$ cat src/rtl/stepper_phase_decoder_pkg.sv
// Shared constants and types for the stepper phase decoder.
// Direction codes are common with the drive and the controller.
package stepper_phase_decoder_pkg;

  localparam logic [1:0] DIR_NONE = 2'b00;
  localparam logic [1:0] DIR_UP   = 2'b01;
  localparam logic [1:0] DIR_DOWN = 2'b10;
  localparam logic [1:0] DIR_STOP = 2'b11;

  localparam logic [3:0] PH0 = 4'h3;
  localparam logic [3:0] PH1 = 4'h9;
  localparam logic [3:0] PH2 = 4'hC;
  localparam logic [3:0] PH3 = 4'h6;

  typedef enum logic {
    UNLOCKED = 1'b0,
    LOCKED   = 1'b1
  } state_t;

endpackage

$ cat src/rtl/phase_index_decode.sv
// Coil pattern to phase index lookup.
// Anything outside the four full-step patterns is flagged invalid.
module phase_index_decode
  import stepper_phase_decoder_pkg::*;
(
  input  logic [3:0] phase,
  output logic [1:0] idx,
  output logic       valid
);

  always_comb begin
    idx   = 2'd0;
    valid = 1'b0;
    unique case (1'b1)
      (phase == PH0): begin
        idx   = 2'd0;
        valid = 1'b1;
      end
      (phase == PH1): begin
        idx   = 2'd1;
        valid = 1'b1;
      end
      (phase == PH2): begin
        idx   = 2'd2;
        valid = 1'b1;
      end
      (phase == PH3): begin
        idx   = 2'd3;
        valid = 1'b1;
      end
      default: ;
    endcase
  end

endmodule

$ cat src/rtl/stepper_phase_decoder.sv
// Recovers steps, direction and floor position from the coil pattern.
// All outputs are registered and reflect the phase sampled at the last edge.
module stepper_phase_decoder
  import stepper_phase_decoder_pkg::*;
#(
  parameter int NUM_FLOORS      = 4,
  parameter int STEPS_PER_FLOOR = 8,
  parameter int FLOOR_W         = 2,
  parameter int SUB_W           = 3,
  parameter int IDLE_CYCLES     = 16
) (
  input  logic               clk,
  input  logic               rst_n,
  input  logic [3:0]         phase,
  input  logic               home,
  output logic [FLOOR_W-1:0] floor,
  output logic [SUB_W-1:0]   sub_step,
  output logic               at_floor,
  output logic [1:0]         dir,
  output logic               step_pulse,
  output logic               phase_err,
  output logic               limit_err
);

  localparam int IW = $clog2(IDLE_CYCLES + 1);
  localparam logic [IW-1:0] IDLE_MAX = IW'(IDLE_CYCLES);
  localparam logic [FLOOR_W-1:0] TOP_FL = FLOOR_W'(NUM_FLOORS - 1);
  localparam logic [SUB_W-1:0] LAST_SUB = SUB_W'(STEPS_PER_FLOOR - 1);

  state_t             state_q, state_n;
  logic [1:0]         idx_q, idx_n;
  logic [FLOOR_W-1:0] floor_q, floor_n;
  logic [SUB_W-1:0]   sub_q, sub_n;
  logic [IW-1:0]      idle_q, idle_n;
  logic [1:0]         dir_q, dir_n;
  logic               atf_q, atf_n;
  logic               sp_q, sp_n;
  logic               pe_q, pe_n;
  logic               le_q, le_n;

  logic [1:0] ph_idx;
  logic       ph_valid;
  logic [1:0] delta;
  logic       up, dn;
  logic       at_lo, at_hi;

  phase_index_decode u_dec (
    .phase (phase),
    .idx   (ph_idx),
    .valid (ph_valid)
  );

  assign delta = ph_idx - idx_q;
  assign at_lo = (floor_q == '0) && (sub_q == '0);
  assign at_hi = (floor_q == TOP_FL) && (sub_q == '0);

  always_comb begin
    state_n = state_q;
    idx_n   = idx_q;
    floor_n = floor_q;
    sub_n   = sub_q;
    idle_n  = idle_q;
    dir_n   = dir_q;
    sp_n    = 1'b0;
    pe_n    = 1'b0;
    le_n    = 1'b0;
    up      = 1'b0;
    dn      = 1'b0;

    unique case (state_q)
      UNLOCKED: begin
        idle_n = '0;
        dir_n  = DIR_NONE;
        if (ph_valid) begin
          state_n = LOCKED;
          idx_n   = ph_idx;
          dir_n   = DIR_STOP;
        end
      end
      LOCKED: begin
        if (!ph_valid) begin
          state_n = UNLOCKED;
          pe_n    = 1'b1;
          dir_n   = DIR_NONE;
          idle_n  = '0;
        end else begin
          idx_n = ph_idx;
          unique case (delta)
            2'd1: up = 1'b1;
            2'd3: dn = 1'b1;
            2'd2: begin
              pe_n = 1'b1;
              if (idle_q != IDLE_MAX) idle_n = idle_q + IW'(1);
            end
            2'd0: begin
              if (idle_q != IDLE_MAX) idle_n = idle_q + IW'(1);
            end
          endcase
        end
      end
    endcase

    // Attempted steps set direction even when the limit rejects them
    if (up || dn) begin
      idle_n = '0;
      dir_n  = up ? DIR_UP : DIR_DOWN;
    end

    if (home) begin
      floor_n = '0;
      sub_n   = '0;
      idle_n  = '0;
    end else if (up) begin
      if (at_hi) begin
        le_n = 1'b1;
      end else begin
        sp_n = 1'b1;
        if (sub_q == LAST_SUB) begin
          sub_n   = '0;
          floor_n = floor_q + FLOOR_W'(1);
        end else begin
          sub_n = sub_q + SUB_W'(1);
        end
      end
    end else if (dn) begin
      if (at_lo) begin
        le_n = 1'b1;
      end else begin
        sp_n = 1'b1;
        if (sub_q == '0) begin
          sub_n   = LAST_SUB;
          floor_n = floor_q - FLOOR_W'(1);
        end else begin
          sub_n = sub_q - SUB_W'(1);
        end
      end
    end

    if ((state_n == LOCKED) && (idle_n == IDLE_MAX)) dir_n = DIR_STOP;

    atf_n = (state_n == LOCKED) && (sub_n == '0);
  end

  always_ff @(posedge clk or negedge rst_n) begin
    if (!rst_n) begin
      state_q <= UNLOCKED;
      idx_q   <= '0;
      floor_q <= '0;
      sub_q   <= '0;
      idle_q  <= '0;
      dir_q   <= DIR_NONE;
      atf_q   <= 1'b0;
      sp_q    <= 1'b0;
      pe_q    <= 1'b0;
      le_q    <= 1'b0;
    end else begin
      state_q <= state_n;
      idx_q   <= idx_n;
      floor_q <= floor_n;
      sub_q   <= sub_n;
      idle_q  <= idle_n;
      dir_q   <= dir_n;
      atf_q   <= atf_n;
      sp_q    <= sp_n;
      pe_q    <= pe_n;
      le_q    <= le_n;
    end
  end

  assign floor      = floor_q;
  assign sub_step   = sub_q;
  assign at_floor   = atf_q;
  assign dir        = dir_q;
  assign step_pulse = sp_q;
  assign phase_err  = pe_q;
  assign limit_err  = le_q;

endmodule
$ cat config.mk
export PLATFORM = sky130hd
export DESIGN_NAME = stepper_phase_decoder
export DESIGN_NICKNAME = d
export VERILOG_FILES = /design/src/rtl/stepper_phase_decoder_pkg.sv /design/src/rtl/phase_index_decode.sv /design/src/rtl/stepper_phase_decoder.sv
export SDC_FILE = /design/constraint.sdc
export NUM_CORES = 1
export LEC_CHECK = 0
export BUFFER_PORTS_ARGS = -buffer_cell sky130_fd_sc_hd__buf_2
export CORE_AREA = 10 10 60 62
export DETAILED_ROUTE_END_ITERATION = 10
export DIE_AREA = 0 0 70 72
export PLACE_DENSITY = 0.7
export REMOVE_ABC_BUFFERS = 1
export SETUP_SLACK_MARGIN = 0.4
export SLEW_MARGIN = 20
export SYNTH_ARGS = -nofsm -noshare
export SYNTH_HDL_FRONTEND = slang
export SYNTH_HIERARCHICAL = 1
export SYNTH_SLANG_ARGS = --single-unit
$ cat constraint.sdc
create_clock -name clk -period 2.54 [get_ports clk]
set_clock_uncertainty 0.1 [all_clocks]
set_input_delay 0.508 -clock clk [delete_from_list [all_inputs] [get_ports clk]]
set_output_delay 0.508 -clock clk [all_outputs]
set_load 0.1 [all_outputs]
==> results.py <==
metrics = {
    "pwr": {
        "intPower_uw": 436,
        "p_sw_share_pct": 32.6,
        "power_frac_comb_pct": 26.0,
        "ir_drop_v": 0.000313,
        "clockPowerShare_pct": 24.0,
        "pwr_density_cell_nw_per_um2": 434,
        "p_leak_uw": 0.000727,
        "p_sw_uw": 211,
        "seq_power_share_pct": 50.0,
    },
    "setup_path": {
        "reg2regPathDepth": 7,
        "startpoint": "phase[3]",
        "critPathArrivalTime_ns": 2.33,
        "start_kind": "input pin",
        "worst_setup_path_end_kind": "register",
        "r2r_setup_slack_ns": 0.44,
        "r2r-start": "sub_step[0]",
        "worstPathMaxFanout": 6,
        "cp.required_ns": 2.68,
        "r2r_end": "at_floor",
        "crit_type": "input pin to register",
    },
    "clocking": {
        "cts_tree": "built",
        "htreeDepth": 1,
        "insertion_delay_ns": 0.30,
        "cts.clk_slew.worst_paths_ns": 0.11,
        "clk_path_buf_depth": 2,
        "cts_buffers": 3,
        "clock_sinks": 19,
        "cts_root_buffer": "clkbuf_4",
        "hold_buffers": 0,
    },
    "detailed_routing": {
        "drt_iter0_drc": 42,
        "drc_errors": 0,
        "viasPerCell": 5.62,
        "routed_wl_um": 2720,
        "routedWlPerCell_um": 15.3,
        "drt_pass1_iterations": 4,
        "via_count": 1000,
        "route.antenna.remaining_nets": 0,
    },
    "grt": {
        "grt_pass1_vias": 1012,
        "grt_pass1_wl_um": 4560,
        "antenna_found_initial": 0,
        "gr-total-overflow": 0,
        "grt_util_all_layers_pct": 10.7,
        "grt_max_degree": 20,
    },
    "timing": {
        "final.setup.tns_ns": 0,
        "finalHoldViolations": 0,
        "max_freq_mhz": 455,
        "worst_pin_slew_ns": 0.491,
        "grt_setup_unrepaired": "true",
        "fin_crit_sh_pct": 86.4,
        "slew_headroom_pct": 67.5,
        "slew_violations": 0,
        "fin_crit_ns": 2.20,
        "setup_viol": 0,
    },
    "final_layout": {
        "drive_gt1_share_pct": 36.5,
        "utilization_pct": 61.3,
        "insertedDiodeCount": 0,
        "areaGrowthSynthToFinish_pct": 25.6,
        "nets": 163,
    },
    "synthesis": {
        "ys_seq_area_share_pct": 40.0,
        "netlist-cell-type-count": 47,
        "synthTopCellsByArea": "dfrtp_1, ha_1, nor2_1, a21oi_1, xor2_1",
        "synth-edff-count": 0,
        "synthArstFlopShare_pct": 100,
        "avgSynthCellArea_um2": 10.3,
        "yosys.area.top_type_share_pct": 40.0,
        "ys_warn_count": 6,
        "synth_most_common_cell": "dfrtp_1",
        "yosys.area.top_type": "dfrtp_1",
        "ys_ff_latch": 19,
        "synthCells": 115,
        "netlist_area_um2": 1190,
        "ys.flop_type": "dfrtp_1",
        "synthTopCellsByCount": "dfrtp_1, nor2_1, a21oi_1, ha_1",
    },
    "floorplan": {
        "pin_count": 18,
        "fp.coreArea_um2": 2430,
        "die_width_um": 70,
        "die_h_um": 72,
        "start_util_pct": 48.8,
        "core.rowCount": 18,
        "die_area_um2": 5040,
    },
    "place": {
        "portBuffers": 17,
        "place_congestion": 0.799,
        "dpl.hpwl_um": 1970,
    },
    "job": {
        "drv_cap": 0,
    },
    "min_path": {
        "hold_path_class": "input pin to async pin",
    },
    "status": {
        "outcome": "finished clean",
    },
}
[how the worst max path moves through the flow]
| stage | endpoint | slack, ns |
|---|---|---|
| 6_report | at_floor | 0.34 |
| 5_1_grt | at_floor | 0.29 |
| 4_1_cts | dir[1] | 0.40 |
| 3_5_place_dp | dir[0] | -0.08 |
| 3_3_place_gp | dir[1] | -0.04 |
| 2_1_floorplan | at_floor | 0.09 |
[cell type report]
cell class / instances / area, um^2
multi-input combinational: 89 / 732
clock buffer: 3 / 22.5
tap: 30 / 37.5
timing repair buffer: 30 / 195
clock inverter: 1 / 5.00
fill: 207 / 941
inverter: 6 / 22.5
sequential: 19 / 477
[power by group through the flow]
stage	registers [uW]	clock network, uW	logic [uW]
global route	326	175	180
global placement	327	0	147
finish	324	156	168
detailed placement	327	0	150
CTS	323	158	163
floorplan	372	0	66.4
[metal layers]
metal	track usage, %	routed length (um)	up-vias
met4	5.26	53	0
li1	-	-	483
met2	18.1	1310	27
met3	2.99	147	5
met5	0	0	-
met1	12.0	1200	485
[timing repair]
| action | CTS | global route |
|---|---|---|
| gates resized for setup | 8 | 5 |
| endpoints found under the hold margin | 0 | 0 |
| pin swaps | 5 | 6 |
| gates cloned | 1 | 0 |
| buffers inserted | 2 | 4 |
| setup endpoints to repair | 7 | 5 |
[cells in the final DEF, fill, tap and decap left out, types with 3 or more instances in the layout]
| cell | count |
|---|---|
| a21oi_1 | 8 |
| ha_1 | 6 |
| nor2_2 | 3 |
| inv_1 | 5 |
| buf_2 | 15 |
| buf_4 | 13 |
| nor2_1 | 10 |
| dfrtp_1 | 18 |
| xor2_1 | 3 |
| nor3_1 | 3 |
| and2_1 | 3 |
| nand2_1 | 6 |
| clkbuf_4 | 3 |
[logic make-up (layout without fill, tap and decap cells)]
family          count (synthesis)  in the layout  synth area share, %
compound gates                 24             24                 13.7
mux                             4              4                 3.58
flops                          19             19                 40.0
fa+ha+maj                       7              7                 7.38
buf+inv                         8             40                 3.58
xor+xnor                        6              6                 6.95
simple gates                   47             48                 24.8
[worst max-delay path, cell delays in order]
cell	delay (ns)
buf_6	0.09
or2b_1	0.23
o21ai_2	0.18
inv_2	0.06
ha_4	0.30
nand3b_4	0.18
nor2_4	0.05
a222oi_1	0.41
a21oi_1	0.14
nor3b_2	0.17
[per-stage QoR]
stage	setup slack [ns]	cell area [um^2]	hold slack, ns	power (uW)	cells
finish	0.344	1490	0.0164	648	178
CTS	0.401	1440	0.0334	644	174
global route	0.293	1490	0.0453	680	178
global placement	-0.0433	1340	0.371	474	167
floorplan	0.0943	1170	0.112	439	113
detailed placement	-0.0831	1340	0.370	478	167
[flip-flops by register name (all words and copies together), names as in the netlist]
| name | count |
|---|---|
| step_pulse | 1 |
| floor | 2 |
| limit_err | 1 |
| at_floor | 1 |
| idx_q | 2 |
| state_q | 1 |
| idle_q | 5 |
| phase_err | 1 |
| dir | 2 |
| sub_step | 3 |
Power figures use the tool's default switching activity.
